==> config.mk <==
export PLATFORM = sky130hd
export DESIGN_NAME = fifo_async_reader_flat
export DESIGN_NICKNAME = d
export VERILOG_FILES = /design/src/rtl/fifo_async_reader_if.sv /design/src/rtl/fifo_async_reader.sv /design/src/flat_wrapper.sv
export SDC_FILE = /design/constraint.sdc
export NUM_CORES = 1
export LEC_CHECK = 0
export CAP_MARGIN = 20
export CORE_MARGIN = 5
export CORE_UTILIZATION = 36
export DETAILED_ROUTE_END_ITERATION = 7
export HOLD_SLACK_MARGIN = 0.12
export PLACE_DENSITY = 0.74
export REMOVE_ABC_BUFFERS = 1
export SYNTH_ARGS = -nofsm -noshare
export SYNTH_HDL_FRONTEND = slang
export SYNTH_SLANG_ARGS = --single-unit
export TNS_END_PERCENT = 50
==> constraint.sdc <==
create_clock -name r_clk -period 1.9 [get_ports r_clk]
set_input_delay 0.285 -clock r_clk [delete_from_list [all_inputs] [get_ports r_clk]]
set_output_delay 0.285 -clock r_clk [all_outputs]
set_load 0.01 [all_outputs]
==> src/rtl/fifo_async_reader_if.sv <==
// Reader-side bus: the FIFO read port (rd_enable, r_empty, rdata, r_en) and the
// downstream valid/ready output port with the delivered-words counter.
// master = the reader block, slave = whoever sits around it (FIFO + consumer).
interface fifo_async_reader_if #(
    parameter int MEMORY_WIDTH = 4,
    parameter int COUNT_WIDTH  = 16
);
    logic                    rd_enable;
    logic                    r_empty;
    logic [MEMORY_WIDTH-1:0] rdata;
    logic                    r_en;
    logic [MEMORY_WIDTH-1:0] out_data;
    logic                    out_valid;
    logic                    out_ready;
    logic [COUNT_WIDTH-1:0]  rd_count;

    modport master (
        input  rd_enable, r_empty, rdata, out_ready,
        output r_en, out_data, out_valid, rd_count
    );

    modport slave (
        output rd_enable, r_empty, rdata, out_ready,
        input  r_en, out_data, out_valid, rd_count
    );
endinterface

==> src/rtl/fifo_async_reader.sv <==
// fifo_async_reader: drains the read side of a FIFO whose rdata arrives one
// cycle after r_en, into a 2-entry in-order skid buffer with valid/ready output.
// A read is only issued when the buffer is guaranteed to have room for it once
// it lands (occ + pend - pop < 2), so the buffer can never overflow.
// Optional feature: define FIFO_READER_COUNT_EN to build the rd_count counter
// (words delivered downstream, wrapping); otherwise rd_count is tied to 0.
module fifo_async_reader #(
    parameter int MEMORY_WIDTH = 4,
    parameter int COUNT_WIDTH  = 16
) (
    input  logic                 r_clk,
    input  logic                 rrst_n,
    fifo_async_reader_if.master  bus
);

    logic [1:0]              occ_q, occ_d;
    logic                    pend_q, pend_d;
    logic [MEMORY_WIDTH-1:0] buf_q [2];
    logic [MEMORY_WIDTH-1:0] buf_d [2];
    logic                    pop;
    logic                    r_en_c;
    logic                    tail_sel;
    logic [1:0]              occ_after;

    // Handshake, read-issue decision and next-state of the skid buffer.
    always_comb begin
        pop       = (occ_q != 2'd0) & bus.out_ready;
        // occ + pend never exceeds 2 and pop implies occ >= 1, so 2 bits suffice.
        occ_after = occ_q + {1'b0, pend_q} - {1'b0, pop};
        r_en_c    = rrst_n & bus.rd_enable & ~bus.r_empty & (occ_after < 2'd2);
        pend_d    = r_en_c;
        occ_d     = occ_after;

        // Tail slot after any pop this cycle: index occ - pop.
        tail_sel  = (occ_q == 2'd2) | ((occ_q == 2'd1) & ~pop);

        buf_d[0]  = buf_q[0];
        buf_d[1]  = buf_q[1];
        if (pop) begin
            buf_d[0] = buf_q[1];
        end
        if (pend_q) begin
            if (tail_sel) begin
                buf_d[1] = bus.rdata;
            end else begin
                buf_d[0] = bus.rdata;
            end
        end
    end

    // Buffer state; reset discards in-flight and buffered words.
    always_ff @(posedge r_clk or negedge rrst_n) begin
        if (!rrst_n) begin
            occ_q    <= 2'd0;
            pend_q   <= 1'b0;
            buf_q[0] <= '0;
            buf_q[1] <= '0;
        end else begin
            occ_q    <= occ_d;
            pend_q   <= pend_d;
            buf_q[0] <= buf_d[0];
            buf_q[1] <= buf_d[1];
        end
    end

    assign bus.r_en      = r_en_c;
    assign bus.out_valid = (occ_q != 2'd0);
    assign bus.out_data  = buf_q[0];

`ifdef FIFO_READER_COUNT_EN
    logic [COUNT_WIDTH-1:0] cnt_q, cnt_d;

    // Words delivered downstream; wraps naturally at 2^COUNT_WIDTH.
    always_comb begin
        cnt_d = cnt_q + {{(COUNT_WIDTH-1){1'b0}}, pop};
    end

    // Delivered-words counter register.
    always_ff @(posedge r_clk or negedge rrst_n) begin
        if (!rrst_n) begin
            cnt_q <= '0;
        end else begin
            cnt_q <= cnt_d;
        end
    end

    assign bus.rd_count = cnt_q;
`else
    assign bus.rd_count = {COUNT_WIDTH{1'b0}};
`endif

endmodule
==> src/flat_wrapper.sv <==
// flat-port wrapper written by rule: the top's interface ports become plain ports
module fifo_async_reader_flat 
#(
    parameter int MEMORY_WIDTH = 4,
    parameter int COUNT_WIDTH  = 16
)
  (r_clk, rrst_n, bus_rd_enable, bus_r_empty, bus_rdata, bus_out_ready, bus_r_en, bus_out_data, bus_out_valid, bus_rd_count);
  fifo_async_reader_if #(.MEMORY_WIDTH(MEMORY_WIDTH), .COUNT_WIDTH(COUNT_WIDTH)) bus_i ();
  input  logic r_clk;
  input  logic rrst_n;
  input wire logic [$bits(bus_i.rd_enable)-1:0] bus_rd_enable;
  input wire logic [$bits(bus_i.r_empty)-1:0] bus_r_empty;
  input wire logic [$bits(bus_i.rdata)-1:0] bus_rdata;
  input wire logic [$bits(bus_i.out_ready)-1:0] bus_out_ready;
  output wire logic [$bits(bus_i.r_en)-1:0] bus_r_en;
  output wire logic [$bits(bus_i.out_data)-1:0] bus_out_data;
  output wire logic [$bits(bus_i.out_valid)-1:0] bus_out_valid;
  output wire logic [$bits(bus_i.rd_count)-1:0] bus_rd_count;
  assign bus_i.rd_enable = bus_rd_enable;
  assign bus_i.r_empty = bus_r_empty;
  assign bus_i.rdata = bus_rdata;
  assign bus_i.out_ready = bus_out_ready;
  assign bus_r_en = bus_i.r_en;
  assign bus_out_data = bus_i.out_data;
  assign bus_out_valid = bus_i.out_valid;
  assign bus_rd_count = bus_i.rd_count;
  fifo_async_reader #(.MEMORY_WIDTH(MEMORY_WIDTH), .COUNT_WIDTH(COUNT_WIDTH)) u_core (.r_clk(r_clk), .rrst_n(rrst_n), .bus(bus_i));
endmodule
**Yosys cells after proc, flatten, opt, wreduce, memory -nomap -nowiden**

Index checks and enable logic that the tools add are counted.

- Add/subtract/negate cells: 2
- Order comparisons: 1
- Equal/unequal tests: 2
- Multiplexer cells: 4
- Bitwise gates (word level): 8
- Reductions and logical operators: 2

Operators with widths:

| cell | number |
|---|---|
| $mux 4 | 3 |
| $mux 8 | 1 |
| $and 1x1->1 | 5 |
| $add 2x1->2 | 1 |
| $eq 2x1->1 const B | 1 |
| $eq 2x2->1 const B | 1 |
| $lt 2x2->1 const B | 1 |
| $not 1->1 | 2 |
| $reduce_and 2->1 | 1 |
| $reduce_bool 2->1 | 1 |
| $sub 2x1->2 | 1 |
| $or 1x1->1 | 1 |

- Flip-flop bits (word level): 11
- Input bits: 9
- Output and inout port bits: 22
- Word-level logic and storage cells: 23

**Depth between registers and ports, before layout**

Gate-level depths: netlist of run 1.

- Word-level depth: 7
- Depth in mapped cells: 8

**Least setup slack after synthesis of run 1**

Ideal clock, no wire load.

- Path type: register -> output
- Start: register u_core.occ_q[1]
- End: output bus_r_en
- Data arrival time: 1841 ps
- Setup slack: -226 ps
- Cell stages (with the launch flop): 9
- Path buffers: 0
- Cells stage by stage: dfrtp_1 -> o21ai_1 -> inv_1 -> ha_1 -> inv_1 -> ha_1 -> xnor2_1 -> xnor2_1 -> nor3_1

- Cells in the longest elaborated chain, start to end: 5
- Elaborated cells on any way between the ends: 6
- Those cells by class: add/sub (2); order compare (1); bitwise (2); reduce/logical (1)

Ends and longest elaborated chain:

| what | line | source |
|---|---|---|
| from (decl) | fifo_async_reader.sv:16 | `logic [1:0] occ_q, occ_d;` |
| from (signal assigned) | fifo_async_reader.sv:54 | `occ_q <= 2'd0;` |
| from (signal assigned) | fifo_async_reader.sv:59 | `occ_q <= occ_d;` |
| branches (longest 2 deep; another with $add 2x1->2) | n/a |  |
| $sub 2x1->2 (*) | fifo_async_reader.sv:29 | `occ_after = occ_q + {1'b0, pend_q} - {1'b0, pop};` |
| via u_core.occ_after[1] | fifo_async_reader.sv:23 | `logic [1:0] occ_after;` |
| $lt 2x2->1 (*) | fifo_async_reader.sv:30 | `r_en_c = rrst_n & bus.rd_enable & ~bus.r_empty & (occ_after < 2'd2);` |
| $and 1x1->1 (*) | fifo_async_reader.sv:30 |  |
| to (decl) | flat_wrapper.sv:15 | `output wire logic [$bits(bus_i.r_en)-1:0] bus_r_en;` |

Mark *: on every way through the listed nets, which the timed path passes.

**Final worst setup path of run 1**

- Start: register u_core.occ_q[0]
- End: output bus_r_en

Same word-level chain as after synthesis.

==> impl_metrics.tcl, run 1 <==
set metrics [dict create \
    design.core.area_um2 1760 \
    drt-wirelength-per-cell_um 11.0 \
    cap_violations 0 \
    drc 0 \
    cts_hold_buf 0 \
    ir_drop_mv 0.640 \
    fmax_mhz 440 \
    totalWireLength_mm 1.18 \
    rsz0062_at_grt "yes" \
    die_h_um 53.6 \
    start_util 0.387 \
    grt_overflow_total 0 \
    yosysWarnings 0 \
    cts_root_buffer "clkbuf_4" \
    track_usage 0.0956 \
    ios 31 \
    cts_buffer_depth 2 \
    skew_ns 0.00260 \
    switching_share 0.310 \
    hold_violations 0 \
    antenna_cells 0 \
    synthCells 59 \
    p_seq_frac 0.325 \
    required_ns 1.62 \
    p_int_mw 0.862 \
    hold_class "primary input to asynchronous set/reset pin" \
    synth.avg_cell_area_um2 11.6 \
    nets 94 \
    r2r-start "u_core.occ_q[0]$_DFF_PN0_" \
    drtIter0Drc 0 \
    maxSlewViolCount 0 \
    htreeDepth 1 \
    setup-violations-final 1 \
    vias_per_cell 4.04 \
    antenna_found_initial 0 \
    die_area_um2 2870 \
    period_minus_slack_ns 2.27 \
    clkSinkCount 11 \
    dpl.hpwl_um 832 \
    dp_cells 99 \
    clkTransAtPathRegs_ns 0.07 \
    finalCritPeriodShare 1.20 \
    cp-start-kind "flip-flop" \
    multi_input_area_um2 363 \
    critical_path_class "flip-flop to primary output" \
    grt_pass1_wl_mm 1.90 \
    antenna_left 0 \
    instances_no_fill 107 \
    power_frac_clock 0.125 \
    crit_fanout 2 \
    drive_gt1_frac 0.439 \
    yosysUniqueCellTypes 16 \
    synth-seq-cells 11 \
    cp.arrival_ns 1.99 \
    gp_congestion 0.644 \
    synth_area_um2 683 \
    cts_made_buffers 3 \
    finalSetupTns_ns -0.371 \
    die_w_um 53.6 \
    num_rows 15 \
    ff_latch_area_um2 275 \
    violations "negative setup slack" \
    power.share.combinational 0.550 \
    fin_ws_ns -0.371 \
    grt_max_degree 12 \
    p_sw_mw 0.386 \
    startpoint "u_core.occ_q[0]$_DFF_PN0_" \
    yosysSeqAreaShare 0.403 \
    fillers 164 \
    grt_pass1_vias 452 \
    powerDensity_nw_per_um2 1350 \
    status "finished, violations left" \
    dr.pass1.iters 1 \
    port_buffers 14 \
    vias 432 \
    clk_latency_ns 0.26 \
    area_growth_pct 35.2 \
    cts_tree "done" \
    crit_path_end_kind "primary output" \
    finish.utilization 0.523 \
    power_leakage_nw 0.450 \
]
power by group through the flow:
stage                     registers [mW]  clock network, mW  logic, mW
after detailed placement           0.403                  0      0.550
after floorplan                    0.423                  0      0.300
after CTS                          0.404              0.165      0.591
final                              0.405              0.156      0.686
after global placement             0.399                  0      0.539
after global routing               0.419              0.174      0.752
kinds of logic after synthesis:
kind of cell / Yosys count / synth area share
multiplexers: 12 / 0.220
buffers and inverters: 23 / 0.236
other: 1 / 0.00549
flip-flops: 11 / 0.403
adder cells (fa/ha/maj): 2 / 0.0366
XOR/XNOR: 2 / 0.0256
AND/OR/NAND/NOR: 6 / 0.0513
AO/OA/AOI/OAI: 2 / 0.0220
state kept, by name, summed over array words and instances, names as in the netlist:
name / count
u_core.bus.out_data: 4
u_core.pend_q: 1
u_core.occ_q: 2
u_core.buf_q: 4
worst max-delay path, stage by stage, from the launching register on:
cell and delay, ns:
dfrtp_1 0.40, o21ai_2 0.18, inv_2 0.06, ha_4 0.26
inv_2 0.04, ha_4 0.16, xnor2_4 0.13, xnor2_2 0.14
nor3_2 0.19, buf_2 0.16
cells in the final DEF (no fill, tap or decap):
cell,Yosys,routed
conb_1,1,16
clkdlybuf4s50_1,0,12
dfrtp_1,11,11
buf_4,20,9
mux2_2,8,8
mux2_4,4,4
clkbuf_4,0,3
inv_2,0,2
ha_4,0,2
o21ai_2,0,1
or3b_1,1,1
nand2b_1,1,1
nand3_1,1,1
inv_1,3,1
xnor2_4,0,1
xnor2_2,0,1
or2_2,1,1
nand2_1,1,1
nor3_2,0,1
a21bo_2,1,1
clkbuf_1,0,1
dlymetal6s2s_1,0,1
buf_2,0,1
buf_6,0,1
final timing paths:
check | endpoint | slack (ns) | cells after the start
worst max-delay path | bus_r_en | -0.37 | 9
worst min-delay path | u_core.buf_q[1]$_DFFE_PN0P_ | 0.39 | 2
worst max register to register | u_core.pend_q$_DFF_PN0_ | 0.07 | 10
worst min register to register | u_core.buf_q[2]$_DFFE_PN0P_ | 0.51 | 1
max in group asynchronous | u_core.buf_q[2]$_DFFE_PN0P_ | 1.36 | 2
min in group r_clk | u_core.buf_q[2]$_DFFE_PN0P_ | 0.51 | 1
routing by layer:
layer	share of wire	routed length (µm)	global-route usage	vias up
li1	-	-	-	205
met1	0.41	488	0.110	203
met2	0.48	565	0.153	24
met3	0.11	125	0.0360	0
met4	0	0	0.0511	0
met5	0	0	0	-
area by class of cell:
cell class,count,area share
sequential,11,0.298
tap,25,0.0339
timing repair buffer,24,0.234
inverter,3,0.0122
multi-input combinational,40,0.393
clock buffer,4,0.0285
repair_timing:
action                     4_1_cts  5_1_grt
buffers inserted                 3        1
gates resized for setup          8        8
cloned                           0        0
pin swaps                        4        4
setup endpoints to repair        1        3
per-stage QoR:
step	power, mW	worst slack [ns]	hold WS (ns)	cell area (µm²)
2_1_floorplan	0.724	-0.226	-0.0106	589
3_3_place_gp	0.939	-0.823	0.489	806
3_5_place_dp	0.954	-0.831	0.492	806
4_1_cts	1.16	-0.318	0.354	868
5_1_grt	1.34	-0.468	0.388	923
6_report	1.25	-0.371	0.391	923
Yosys cell counts (all sizes together):
cell type | instances | share of area
a21bo | 1 | 0.015
buf | 20 | 0.22
conb | 1 | 0.0055
dfrtp | 11 | 0.40
ha | 2 | 0.037
inv | 3 | 0.016
mux2 | 12 | 0.22
nand2 | 1 | 0.0055
nand2b | 1 | 0.0092
nand3 | 1 | 0.0073
nor3 | 1 | 0.0073
o21ai | 1 | 0.0073
or2 | 1 | 0.0092
or3b | 1 | 0.013
xnor2 | 2 | 0.026
No activity file was read; power rests on OpenSTA's default activity.
==> run 2: changes to the inputs <==
Settings changed: CAP_MARGIN 20 to 10, CORE_UTILIZATION 36 to 37, PLACE_DENSITY 0.74 to 0.73.
Clock period 1.9 ns to 2.13 ns, I/O delays scaled along.
==> run 2 against run 1 <==
The flow still finishes with violations (negative setup slack). Setup slack improved by 0.24 ns. Combinational power decreased by 22%. Worst hold slack got worse by 0.019 ns. Clock power decreased by 9%. Sequential share of layout area increased by 2.4 points. Total power decreased by 17%. Die area decreased by 2.2%. Wire length decreased by 1.2%. First-iteration DRC count unchanged. Critical path type is now primary input to primary output. Largest power group unchanged. Highest routed layer unchanged.
==> impl_metrics.tcl, run 2 (synthesis gave the netlist of run 1 again) <==
set metrics [dict create \
    dr.pass1.iters 1 \
    setup-violations-final 1 \
    vias 405 \
    hold_class "primary input to asynchronous set/reset pin" \
    drc 0 \
    area_growth_pct 25.3 \
    grt_max_degree 12 \
    dp_cells 97 \
    rr_worst_depth 9 \
    finish.utilization 0.490 \
    cpMostUsedCell "xnor2_2" \
    crit_fanout 2 \
    critical_path_class "primary input to primary output" \
    gp_congestion 0.691 \
    vias_per_cell 3.97 \
    powerDensity_nw_per_um2 1210 \
    cts_buffer_depth 2 \
    r2r_end "u_core.pend_q$_DFF_PN0_" \
    critical-path-max-stage-delay_ns 0.43 \
    layout_commonest_cell "conb_1" \
    grt_overflow_total 0 \
    clk_latency_ns 0.27 \
    cp_slowest_cell "clkdlybuf4s50_1" \
    start_util 0.391 \
    cp_num_buf_inv 4 \
    final_cell_mix "conb_1 (16), clkdlybuf4s50_1 (13), dfrtp_1 (11), mux2_2 (8), buf_4 (5)" \
    cp_top_family "buffers and inverters" \
    ir_drop_mv 0.627 \
    fin_ws_ns -0.128 \
    die_w_um 53.0 \
    antenna_left 0 \
    track_usage 0.0933 \
    fmax_mhz 443 \
    finalCritPeriodShare 1.06 \
    hold_violations 0 \
    cts_hold_buf 0 \
    cap_violations 0 \
    totalWireLength_mm 1.17 \
    maxSlewViolCount 0 \
    multi_input_area_um2 339 \
    fillers 164 \
    dpl.hpwl_um 883 \
    rsz0062_at_grt "yes" \
    required_ns 1.81 \
    cts_tree "done" \
    clkTransAtPathRegs_ns 0.07 \
    skew_ns 0.00463 \
    design.core.area_um2 1750 \
    drive_gt1_frac 0.377 \
    crit_path_end_kind "primary output" \
    status "finished, violations left" \
    num_rows 15 \
    drt-wirelength-per-cell_um 11.4 \
    rrSetupSlack_ns 0.45 \
    violations "negative setup slack" \
    port_buffers 14 \
    period_minus_slack_ns 2.26 \
    antenna_cells 0 \
    drtIter0Drc 0 \
    antenna_found_initial 0 \
    htreeDepth 1 \
    grt_pass1_wl_mm 1.81 \
    crit_chain "clkdlybuf4s50_1, o21ai_2, inv_1, ha_1, inv_2, ha_4, xnor2_2, xnor2_2, nor3_2, buf_2" \
    grt_pass1_vias 435 \
    instances_no_fill 102 \
    r2r-start "u_core.occ_q[0]$_DFF_PN0_" \
    ff_latch_area_um2 275 \
    cp-start-kind "primary input" \
    ios 31 \
    cp.arrival_ns 1.94 \
    power_leakage_nw 0.419 \
    nets 89 \
    die_h_um 53.0 \
    cts_root_buffer "clkbuf_4" \
    p_total_mw 1.04 \
    die_area_um2 2810 \
    cts_made_buffers 3 \
    clkSinkCount 11 \
]
## run 2: changes by cell type in the layout (fill, tap and decap cells not counted)
cell / delta
clkdlybuf4s50_1: +1
dlymetal6s2s_1: -1
xnor2_4: -1
ha_1: +1
inv_2: -1
inv_1: +1
ha_4: -1
buf_4: -4
buf_6: -1
xnor2_2: +1
## run 2: layer usage
layer / up-vias / GRT usage / wire length, µm
li1: 192 / - / -
met1: 188 / 0.0952 / 460
met2: 25 / 0.149 / 577
met4: 0 / 0.0511 / 0
met3: 0 / 0.0535 / 127
met5: - / 0 / 0
## run 2: final cells by class
class | count | area share
Clock buffer | 4 | 0.0307
Inverter | 3 | 0.0132
Timing Repair Buffer | 19 | 0.202
Tap cell | 25 | 0.0365
Sequential cell | 11 | 0.322
Multi-Input combinational cell | 40 | 0.396
## run 2: worst max-delay path by stage
stage,start,slack (ns),cells past startpoint,to
floorplan,u_core.occ_q[1]$_DFF_PN0_,-0.03,8,bus_r_en
CTS,u_core.occ_q[0]$_DFF_PN0_,-0.13,9,bus_r_en
finish,bus_out_ready,-0.13,10,bus_r_en
global route,u_core.occ_q[0]$_DFF_PN0_,-0.26,9,bus_r_en
global placement,bus_out_ready,-0.66,10,bus_r_en
detailed placement,bus_out_ready,-0.69,10,bus_r_en
## run 2: through the flow
step | setup TNS, ns | hold slack [ns] | area, µm² | setup slack [ns]
2_1_floorplan | -0.0306 | 0.0239 | 589 | -0.0306
3_3_place_gp | -0.660 | 0.492 | 791 | -0.660
3_5_place_dp | -0.686 | 0.492 | 791 | -0.686
4_1_cts | -0.132 | 0.370 | 831 | -0.132
5_1_grt | -0.258 | 0.389 | 856 | -0.258
6_report | -0.128 | 0.372 | 856 | -0.128
## run 2: worst register-to-register path: cells and delay by family (launching register included)
kind / cells / cell delay (ns)
adders and majority gates: 2 / 0.43
and+or+nand+nor: 1 / 0.13
xor gates and xnor gates: 2 / 0.29
DFF: 1 / 0.40
buffers and inverters: 3 / 0.23
AOI/OAI and AO/OA: 1 / 0.16
## run 2: power by group
part	total, mW	switching (mW)	internal [mW]
clock	0.142	0.0693	0.0725
sequential	0.363	0.0544	0.309
combinational	0.534	0.199	0.335
total	1.04	0.323	0.716
## run 2: what timing repair did
item,in CTS,in global routing
gates resized for setup,7,4
setup buffers,1,0
setup endpoints to repair,1,1
pin swaps,1,0
cloned,0,0
